<file path="src/rtl/pipe_ctrl_pkg.sv">
// Shared pipeline-control types and constants: opcodes, forwarding selects,
// hazard FSM states and the canonical NOP used by IF/ID and ID/EX.
package pipe_ctrl_pkg;

    localparam logic [6:0] OP_OP     = 7'b0110011;
    localparam logic [6:0] OP_STORE  = 7'b0100011;
    localparam logic [6:0] OP_BRANCH = 7'b1100011;
    localparam logic [6:0] OP_IMM    = 7'b0010011;
    localparam logic [6:0] OP_LOAD   = 7'b0000011;
    localparam logic [6:0] OP_JALR   = 7'b1100111;
    localparam logic [6:0] OP_LUI    = 7'b0110111;
    localparam logic [6:0] OP_AUIPC  = 7'b0010111;
    localparam logic [6:0] OP_JAL    = 7'b1101111;

    localparam logic [31:0] NOP_INSTR = 32'h00000013;

    typedef enum logic [1:0] {
        FWD_RF    = 2'b00,
        FWD_EXMEM = 2'b01,
        FWD_MEMWB = 2'b10
    } fwd_sel_t;

    typedef enum logic [1:0] {
        RUN   = 2'b00,
        STALL = 2'b01,
        FLUSH = 2'b10
    } hz_state_t;

    // EX-stage match wins because it holds the younger producer.
    function automatic fwd_sel_t fwd_pick(input logic ex_hit, input logic mem_hit);
        if (ex_hit) begin
            return FWD_EXMEM;
        end else if (mem_hit) begin
            return FWD_MEMWB;
        end
        return FWD_RF;
    endfunction

endpackage

</file>
<file path="src/rtl/hazard_scoreboard.sv">
// Shadow copy of the EX and MEM destination-register info, shifted in step
// with the pipeline; a bubble entering EX carries no write or load.
module hazard_scoreboard #(
    parameter int unsigned REG_ADDR_W = 5
) (
    input  logic                  i_clk,
    input  logic                  i_reset_n,
    input  logic                  i_advance,
    input  logic                  i_bubble,
    input  logic [REG_ADDR_W-1:0] i_id_rd,
    input  logic                  i_id_we,
    input  logic                  i_id_load,
    output logic [REG_ADDR_W-1:0] o_ex_rd,
    output logic                  o_ex_we,
    output logic                  o_ex_load,
    output logic [REG_ADDR_W-1:0] o_mem_rd,
    output logic                  o_mem_we,
    output logic                  o_mem_load
);

    logic [REG_ADDR_W-1:0] r_ex_rd;
    logic                  r_ex_we;
    logic                  r_ex_load;
    logic [REG_ADDR_W-1:0] r_mem_rd;
    logic                  r_mem_we;
    logic                  r_mem_load;

    always_ff @(posedge i_clk) begin
        if (!i_reset_n) begin
            r_ex_rd    <= '0;
            r_ex_we    <= 1'b0;
            r_ex_load  <= 1'b0;
            r_mem_rd   <= '0;
            r_mem_we   <= 1'b0;
            r_mem_load <= 1'b0;
        end else if (i_advance) begin
            r_mem_rd   <= r_ex_rd;
            r_mem_we   <= r_ex_we;
            r_mem_load <= r_ex_load;
            r_ex_rd    <= i_id_rd;
            r_ex_we    <= i_id_we && !i_bubble;
            r_ex_load  <= i_id_load && !i_bubble;
        end
    end

    assign o_ex_rd    = r_ex_rd;
    assign o_ex_we    = r_ex_we;
    assign o_ex_load  = r_ex_load;
    assign o_mem_rd   = r_mem_rd;
    assign o_mem_we   = r_mem_we;
    assign o_mem_load = r_mem_load;

endmodule

</file>
<file path="src/rtl/hazard_forward_unit.sv">
// ID-stage hazard detection and forwarding-select generation for ID/EX.
// Optional stall/flush event counters are enabled by HAZARD_PERF_CNT_EN.
module hazard_forward_unit
    import pipe_ctrl_pkg::*;
#(
    parameter int unsigned XLEN       = 32,
    parameter int unsigned REG_ADDR_W = 5
) (
    input  logic            clk,
    input  logic            reset_n,
    input  logic            busywait,
    input  logic [XLEN-1:0] id_instruction,
    input  logic            id_reg_write_en,
    input  logic            id_is_load,
    input  logic            branch_taken,
    output logic            NOP_sel,
    output logic            stall_IF_ID,
    output logic            flush_IF_ID,
    output logic [1:0]      fwd1_sel,
    output logic [1:0]      fwd2_sel,
    output logic            mem_data_fwd
`ifdef HAZARD_PERF_CNT_EN
    ,
    output logic [31:0]     stall_cnt,
    output logic [31:0]     flush_cnt
`endif
);

    logic [6:0]            w_opcode;
    logic [REG_ADDR_W-1:0] w_rs1;
    logic [REG_ADDR_W-1:0] w_rs2;
    logic [REG_ADDR_W-1:0] w_rd;
    logic                  w_use_rs1;
    logic                  w_use_rs2;
    logic [REG_ADDR_W-1:0] w_ex_rd;
    logic                  w_ex_we;
    logic                  w_ex_load;
    logic [REG_ADDR_W-1:0] w_mem_rd;
    logic                  w_mem_we;
    logic                  w_mem_load;
    logic                  w_rs1_ex;
    logic                  w_rs2_ex;
    logic                  w_rs1_mem;
    logic                  w_rs2_mem;
    logic                  w_load_hit;
    logic                  w_store_bypass;
    logic                  w_load_use;
    logic                  w_branch;
    logic                  w_unused_bits;
    hz_state_t             r_state;
    hz_state_t             w_state_next;

    assign w_opcode = id_instruction[6:0];
    assign w_rd     = id_instruction[7 +: REG_ADDR_W];
    assign w_rs1    = id_instruction[15 +: REG_ADDR_W];
    assign w_rs2    = id_instruction[20 +: REG_ADDR_W];

    assign w_unused_bits = ^{id_instruction[XLEN-1:25], id_instruction[14:12], w_mem_load};

    always_comb begin
        w_use_rs1 = 1'b0;
        w_use_rs2 = 1'b0;
        case (w_opcode)
            OP_OP, OP_STORE, OP_BRANCH: begin
                w_use_rs1 = 1'b1;
                w_use_rs2 = 1'b1;
            end
            OP_IMM, OP_LOAD, OP_JALR: w_use_rs1 = 1'b1;
            OP_LUI, OP_AUIPC, OP_JAL: ;
            default: ;
        endcase
    end

    hazard_scoreboard #(
        .REG_ADDR_W (REG_ADDR_W)
    ) u_scoreboard (
        .i_clk      (clk),
        .i_reset_n  (reset_n),
        .i_advance  (!busywait),
        .i_bubble   (NOP_sel),
        .i_id_rd    (w_rd),
        .i_id_we    (id_reg_write_en),
        .i_id_load  (id_is_load),
        .o_ex_rd    (w_ex_rd),
        .o_ex_we    (w_ex_we),
        .o_ex_load  (w_ex_load),
        .o_mem_rd   (w_mem_rd),
        .o_mem_we   (w_mem_we),
        .o_mem_load (w_mem_load)
    );

    // Register-index matches; x0 and unused source fields never match.
    assign w_rs1_ex  = w_use_rs1 && (w_rs1 != '0) && (w_rs1 == w_ex_rd);
    assign w_rs2_ex  = w_use_rs2 && (w_rs2 != '0) && (w_rs2 == w_ex_rd);
    assign w_rs1_mem = w_use_rs1 && (w_rs1 != '0) && (w_rs1 == w_mem_rd) && w_mem_we;
    assign w_rs2_mem = w_use_rs2 && (w_rs2 != '0) && (w_rs2 == w_mem_rd) && w_mem_we;

    assign w_load_hit     = w_ex_load && (w_ex_rd != '0) && (w_rs1_ex || w_rs2_ex);
    // Store data can wait for the load value at MEM; only the address cannot.
    assign w_store_bypass = w_load_hit && (w_opcode == OP_STORE) && w_rs2_ex && !w_rs1_ex;
    assign w_load_use     = w_load_hit && !w_store_bypass;
    assign w_branch       = branch_taken && (r_state != FLUSH);

    always_comb begin
        NOP_sel      = w_branch || w_load_use;
        stall_IF_ID  = w_load_use && !w_branch;
        flush_IF_ID  = w_branch;
        fwd1_sel     = fwd_pick(w_rs1_ex && w_ex_we, w_rs1_mem);
        fwd2_sel     = w_store_bypass ? FWD_RF : fwd_pick(w_rs2_ex && w_ex_we, w_rs2_mem);
        mem_data_fwd = w_store_bypass;
    end

    always_comb begin
        w_state_next = RUN;
        if (w_branch) begin
            w_state_next = FLUSH;
        end else if (w_load_use) begin
            w_state_next = STALL;
        end
    end

    always_ff @(posedge clk) begin
        if (!reset_n) begin
            r_state <= RUN;
        end else if (!busywait) begin
            r_state <= w_state_next;
        end
    end

`ifdef HAZARD_PERF_CNT_EN
    logic [31:0] r_stall_cnt;
    logic [31:0] r_flush_cnt;

    always_ff @(posedge clk) begin
        if (!reset_n) begin
            r_stall_cnt <= '0;
            r_flush_cnt <= '0;
        end else if (!busywait) begin
            if (stall_IF_ID) begin
                r_stall_cnt <= r_stall_cnt + 32'd1;
            end
            if (flush_IF_ID) begin
                r_flush_cnt <= r_flush_cnt + 32'd1;
            end
        end
    end

    assign stall_cnt = r_stall_cnt;
    assign flush_cnt = r_flush_cnt;
`endif

endmodule

</file>
<file path="config.mk">
export PLATFORM = sky130hd
export DESIGN_NAME = hazard_forward_unit
export DESIGN_NICKNAME = d
export VERILOG_FILES = /design/src/rtl/pipe_ctrl_pkg.sv /design/src/rtl/hazard_scoreboard.sv /design/src/rtl/hazard_forward_unit.sv
export SDC_FILE = /design/constraint.sdc
export NUM_CORES = 1
export LEC_CHECK = 0
export BUFFER_PORTS_ARGS = -buffer_cell sky130_fd_sc_hd__buf_2
export CAP_MARGIN = 0
export CORE_UTILIZATION = 45
export DETAILED_ROUTE_END_ITERATION = 8
export PLACE_DENSITY = 0.78
export SLEW_MARGIN = 20
export SYNTH_ARGS = -nofsm -noshare
export SYNTH_HDL_FRONTEND = slang
export SYNTH_SLANG_ARGS = --single-unit
</file>
<file path="constraint.sdc">
create_clock -name clk -period 2.6 [get_ports clk]
set_input_delay 0.52 -clock clk [delete_from_list [all_inputs] [get_ports clk]]
set_output_delay 0.52 -clock clk [all_outputs]
set_load 0.02 [all_outputs]
</file>
## Yosys cells after proc, flatten, opt, wreduce, memory -nomap -nowiden

Index checks and enable logic that the tools add are counted.

| word-level totals | value |
|---|---|
| input bits | 38 |
| word-level logic and storage cells | 63 |
| output and inout bits | 8 |
| bits in registers | 15 |

| operators by class | value |
|---|---|
| mux-type cells | 15 |
| reduce and logical (&&, ||, !) cells | 31 |
| equal/unequal tests | 11 |

Operators by type and width:

| kind | number |
|---|---|
| == test 5 bit | 4 |
| logical AND 1 bit | 20 |
| two-way mux 2 bit | 8 |
| nonzero test 5 bit | 3 |
| == test 7 x 6 -> 1 bit (second input constant) | 2 |
| == test 7 bit (second input constant) | 2 |
| == test 7 x 2 -> 1 bit (second input constant) | 1 |
| == test 7 x 5 -> 1 bit (second input constant) | 1 |
| two-way mux 1 bit | 7 |
| OR reduction 6 bit | 1 |
| logical NOT 1 bit | 4 |
| OR reduction 3 bit | 1 |
| logical OR 1 bit | 2 |
| != test 2 bit (second input constant) | 1 |

## Longest topological paths before layout

| depth | value |
|---|---|
| depth after elaboration | 15 |
| gate-level depth with buffers | 5 |
| depth with buffers taken out | 5 |

## Modules after synthesis

From an unflattened synthesis, not the netlist that was laid out.

| unflattened totals | value |
|---|---|
| cells, all modules | 112 |
| area total of the unflattened synthesis | 1083.5 sq um |

By module, submodules not included:

| module | times used | area each (sq um) | cells an instance | seq. area each (sq um) |
|---|---|---|---|---|
| hazard_scoreboard | 1 | 551.8 | 47 | 280.3 |
| hazard_forward_unit | 1 | 531.8 | 65 | 40.0 |

## Least setup slack after synthesis

OpenSTA, ideal clock, no wires.

| timing | value |
|---|---|
| kind | input port to output port |
| start point | input port id_instruction[3] |
| end point | output port fwd2_sel[0] |
| setup slack | 0.123 ns |
| stages on the path | 4 |
| arrival time | 1.957 ns |
| path buffers | 0 |
| required time | 2.080 ns |
| path through | and3b_1 -> nand3b_1 -> or4_1 -> a211oi_1 |

| on the way | value |
|---|---|
| word-level cells in the longest chain between the ends | 11 |
| elaborated cells on any way between the ends | 28 |
| those cells by class | eq/ne: 6; mux: 7; reduce/logical: 15 |

Ends and longest elaborated chain:

| what | RTL line | source |
|---|---|---|
| from (decl) | hazard_forward_unit.sv:12 | `input logic [XLEN-1:0] id_instruction,` |
| == test 7 x 6 -> 1 bit, or another cell as far along | hazard_forward_unit.sv:63, hazard_forward_unit.sv:100 |  |
| OR reduction 6 bit (no source line) / OR reduction 3 bit (equally long branches) | n/a |  |
| two-way mux 1 bit | hazard_forward_unit.sv:63 | `case (w_opcode)` |
| logical AND 1 bit (on tied branches) | hazard_forward_unit.sv:93, hazard_forward_unit.sv:94, hazard_forward_unit.sv:96 |  |
| logical AND 1 bit (on tied branches) | hazard_forward_unit.sv:93, hazard_forward_unit.sv:94 |  |
| logical OR 1 bit | hazard_forward_unit.sv:98 | `assign w_load_hit = w_ex_load && (w_ex_rd != '0) && (w_rs1_ex \|\| w_rs2_ex);` |
| logical AND 1 bit | hazard_forward_unit.sv:98 |  |
| logical AND 1 bit (3 in a row) | hazard_forward_unit.sv:100 | `assign w_store_bypass = w_load_hit && (w_opcode == OP_STORE) && w_rs2_ex && !w_rs1_ex;` |
| two-way mux 2 bit * | hazard_forward_unit.sv:109 | `fwd2_sel = w_store_bypass ? FWD_RF : fwd_pick(w_rs2_ex && w_ex_we, w_rs2_mem);` |
| to (decl) | hazard_forward_unit.sv:20 | `output logic [1:0] fwd2_sel,` |

Mark *: on every way between the ends. The rest lies on a longest branch, timed or not.

## Worst setup path in the final report

| timing | value |
|---|---|
| start point | input port id_instruction[3] |
| end point | output port stall_IF_ID |

| on the way | value |
|---|---|
| word-level cells in the longest chain between the ends | 13 |
| elaborated cells on any way between the ends | 23 |
| those cells by class | eq/ne: 6; mux: 2; reduce/logical: 15 |

Ends and longest elaborated chain:

| what | RTL line | source |
|---|---|---|
| == test 7 x 6 -> 1 bit, or another cell as far along | hazard_forward_unit.sv:63, hazard_forward_unit.sv:100 |  |
| OR reduction 6 bit (no source line) / OR reduction 3 bit (equally long branches) | n/a |  |
| two-way mux 1 bit | hazard_forward_unit.sv:63 |  |
| logical AND 1 bit (on tied branches) (2 in a row) | hazard_forward_unit.sv:93, hazard_forward_unit.sv:94 |  |
| logical OR 1 bit | hazard_forward_unit.sv:98 |  |
| logical AND 1 bit | hazard_forward_unit.sv:98 |  |
| logical AND 1 bit (3 in a row) | hazard_forward_unit.sv:100 |  |
| logical NOT 1 bit | hazard_forward_unit.sv:101 | `assign w_load_use = w_load_hit && !w_store_bypass;` |
| logical AND 1 bit * | hazard_forward_unit.sv:101 |  |
| logical AND 1 bit * | hazard_forward_unit.sv:106 | `stall_IF_ID = w_load_use && !w_branch;` |
| to (decl) | hazard_forward_unit.sv:17 | `output logic stall_IF_ID,` |

Marks and branches as above.

==> summary.md <==
| Metric | Value |
|---|---|
| Status | `finished, final reports clean` |
| FFs w/ async S/R, synth | `0` |
| Final Hold Fails | `0` |
| Core ar. | `between 2000 and 2500 um2` |
| FMAX | `397 MHz` |
| Total number of vias | `around 930` |
| Final Skew | `~1.7 ps` |
| Clock sinks | `15` |
| Worst-Skew Late Latency | `280 ps` |
| CTS clk-pin slew, worst paths | `80 ps` |
| DP Cell Count | `around 170` |
| Fill count | `178` |
| PwrDens | `roughly 400 nW/um2` |
| Wirelength, routed | `2180 um` |
| Critical path, cell by cell | `buf_2 -> and3b_1 -> nand3_1 -> or4b_4 -> a21oi_4 -> and2b_1 -> buf_2` |
| Fin util | `0.623` |
| Boundary pin count | `46` |
| HP Class | `in2reg` |
| Worst slew pin tran | `445 ps` |
| Antenna diodes | `0` |
| Row cnt | `16` |
| Total power | `493 uW` |
| Area of the multi-input gates | `between 600 and 700 um2` |
| #FFs+latches synth | `15` |
| Net Count, Synth | `150` |
| Initial antenna violation count | `0` |
| Vias in the first global route | `between 800 and 900` |
| Crit-path slowest cell | `or4b_4` |
| Count leader, synth | `xnor2_1` |
| Setup WS pre-CTS | `between 80 and 90 ps` |
| Most used cell, CP | `buf_2` |
| Worst vdd ir | `between 0.2 and 0.3 mV` |
| Pin count of the biggest net entering global routing | `17` |
| Total GRT Usage | `0.193` |
| Synth warnings | `0` |
| Dominant cell type by area after synthesis | `dfxtp_1` |
| Clock Tree Buf Depth | `2` |
| Critical Path AT | `2000 ps` |
| Design area | `between 1000 and 1500 um2` |
| Main synth FF type | `dfxtp_1` |
| Crit path largest cell delay | `roughly 570 ps` |
| Final non-filler cell total | `between 150 and 200` |
| Min Hold Slack | `between 400 and 500 ps` |
| Die Y | `48.8 um` |
| Final worst slack | `about 79 ps` |
| WL/cell | `about 12 um` |
| CTS tree | `done` |
| Crit share post-route | `0.970` |
| Root buffer cell | `clkbuf_4` |
| Most common library cells after synthesis | `xnor2_1 (16), dfxtp_1 (15), mux2i_1 (12), nor2b_1 (12)` |
| Die W | `between 40 and 50 um` |
| Area growth syn-to-layout | `26.2%` |
| Initial Util | `0.493` |
| Placed Instance Area | `between 1000 and 1500 um2` |
| CP Launch Type | `input port` |
| Setup CP Type | `in2out` |
| Synth Instances | `between 100 and 150` |
| First-pass GRT wire length | `3590 um` |
| Worst relative slew slack | `0.701` |
| Final setup violation count | `0` |
| Mean Syn Cell Area | `just under 9 um2` |
| DP HPWL | `approximately 1700 um` |
| Drc violations | `0` |
| Req. time, crit path | `between 2000 and 2500 ps` |
| Gr ovfl total | `0` |
| Layout cells sized above 1 | `0.336` |
| Post-synth EDFFs | `0` |
| DR pass1 iterations | `4` |
| Max-Cap Viols | `0` |
| Unique masters post-synth | `31` |
| Initial DRC Count | `13` |
| Tmin final | `roughly 2500 ps` |
| Final setup TNS | `0 ps` |
| Yosys top cell area share | `0.304` |
| Port Buffer Count | `35` |
| CTS Buf Count | `3` |
| Vias per Instance | `approximately 5.3` |
| Sequential element share of the synthesized area | `0.304` |
| Layout Nets | `roughly 190` |
| Max FO, Critical Path | `5` |
| Slew Limit Fails | `0` |
| GPL Wtd Cong | `0.806` |
| ANT nets after route | `0` |
| Register area | `just over 300 um2` |
| Top cells by area, synth | `dfxtp_1 (30%), xnor2_1 (14%), mux2i_1 (12%)` |
| # H-tree levels | `1` |
| Total die area | `about 2400 um2` |
| P_leak | `0.514 nW` |
| Crit. End Element | `output port` |
| Post-Syn Area | `987 um2` |
[report_power, final]
| part | leakage, nW | internal [mW] | switching (mW) |
|---|---|---|---|
| Sequential | 0.124 | 0.241 | 0.0148 |
| Combinational | 0.374 | 0.0572 | 0.0518 |
| Clock | 0.0150 | 0.0595 | 0.0689 |
| Total | 0.514 | 0.357 | 0.136 |
[final timing paths]
kind | start | to | slack (ps) | cells past startpoint
max | id_instruction[3] | stall_IF_ID | 80 | 7
min reg2reg | u_scoreboard.o_ex_load | u_scoreboard.o_ex_load | 510 | 2
min | id_is_load | u_scoreboard.o_ex_load | 470 | 3
max reg2reg | u_scoreboard.o_ex_rd[2] | r_state[0] | 860 | 6
[state kept, by name (all words and copies together), names as in the netlist]
name	count
u_scoreboard.o_ex_we	1
u_scoreboard.o_ex_load	1
r_state	2
u_scoreboard.o_mem_we	1
u_scoreboard.o_ex_rd	5
u_scoreboard.o_mem_rd	5
[worst max-delay path: cells and delay by family]
family	cells	cell delay [ps]
AND/OR/NAND/NOR	4	1040
AO/OA/AOI/OAI	1	190
buffers and inverters	2	240
[routing by layer]
layer,vias to the layer above,part of all wire,track usage
met2,41,0.48,0.340
met3,4,0.052,0.0218
li1,467,-,-
met1,419,0.45,0.240
met4,0,0.010,0.0735
met5,-,0,0
[what timing repair did]
action                                  CTS  global route
setup buffers                             0             0
gates resized for setup                   1             8
hold buffers                              0             0
endpoints found under the setup margin    2             4
pin swaps                                 0             1
[layout make-up]
| cell class | count | share of cell area |
|---|---|---|
| Multi-Input combinational cell | 92 | 0.553 |
| Timing Repair Buffer | 36 | 0.147 |
| Inverter | 2 | 0.00602 |
| Clock buffer | 4 | 0.0211 |
| Tap cell | 27 | 0.0271 |
| Sequential cell | 15 | 0.246 |
[cells in the final DEF, fill, tap and decap left out, types with 2 or more instances in the layout]
master | netlist | final
o21ai_0 | 2 | 2
inv_1 | 2 | 2
dfxtp_1 | 15 | 10
nand3_1 | 7 | 7
o21ai_1 | 3 | 2
or4_1 | 5 | 4
nor4_1 | 3 | 3
clkbuf_4 | 0 | 3
buf_2 | 1 | 35
nor2_1 | 4 | 4
nand2_1 | 7 | 7
dfxtp_2 | 0 | 5
xnor2_2 | 0 | 2
mux2i_1 | 12 | 12
nor2b_1 | 12 | 12
xor2_1 | 5 | 5
xnor2_1 | 16 | 14
nand3b_1 | 2 | 2
[logic make-up (layout without fill, tap and decap cells)]
kind of cell / count (synthesis) / in the layout / share of synthesized area
mux: 12 / 12 / 0.122
flops: 15 / 15 / 0.304
simple gates: 47 / 47 / 0.281
compound gates: 12 / 12 / 0.0862
buf+inv: 5 / 42 / 0.0203
xor+xnor: 21 / 21 / 0.186
(Power assumes the default switching activity.)
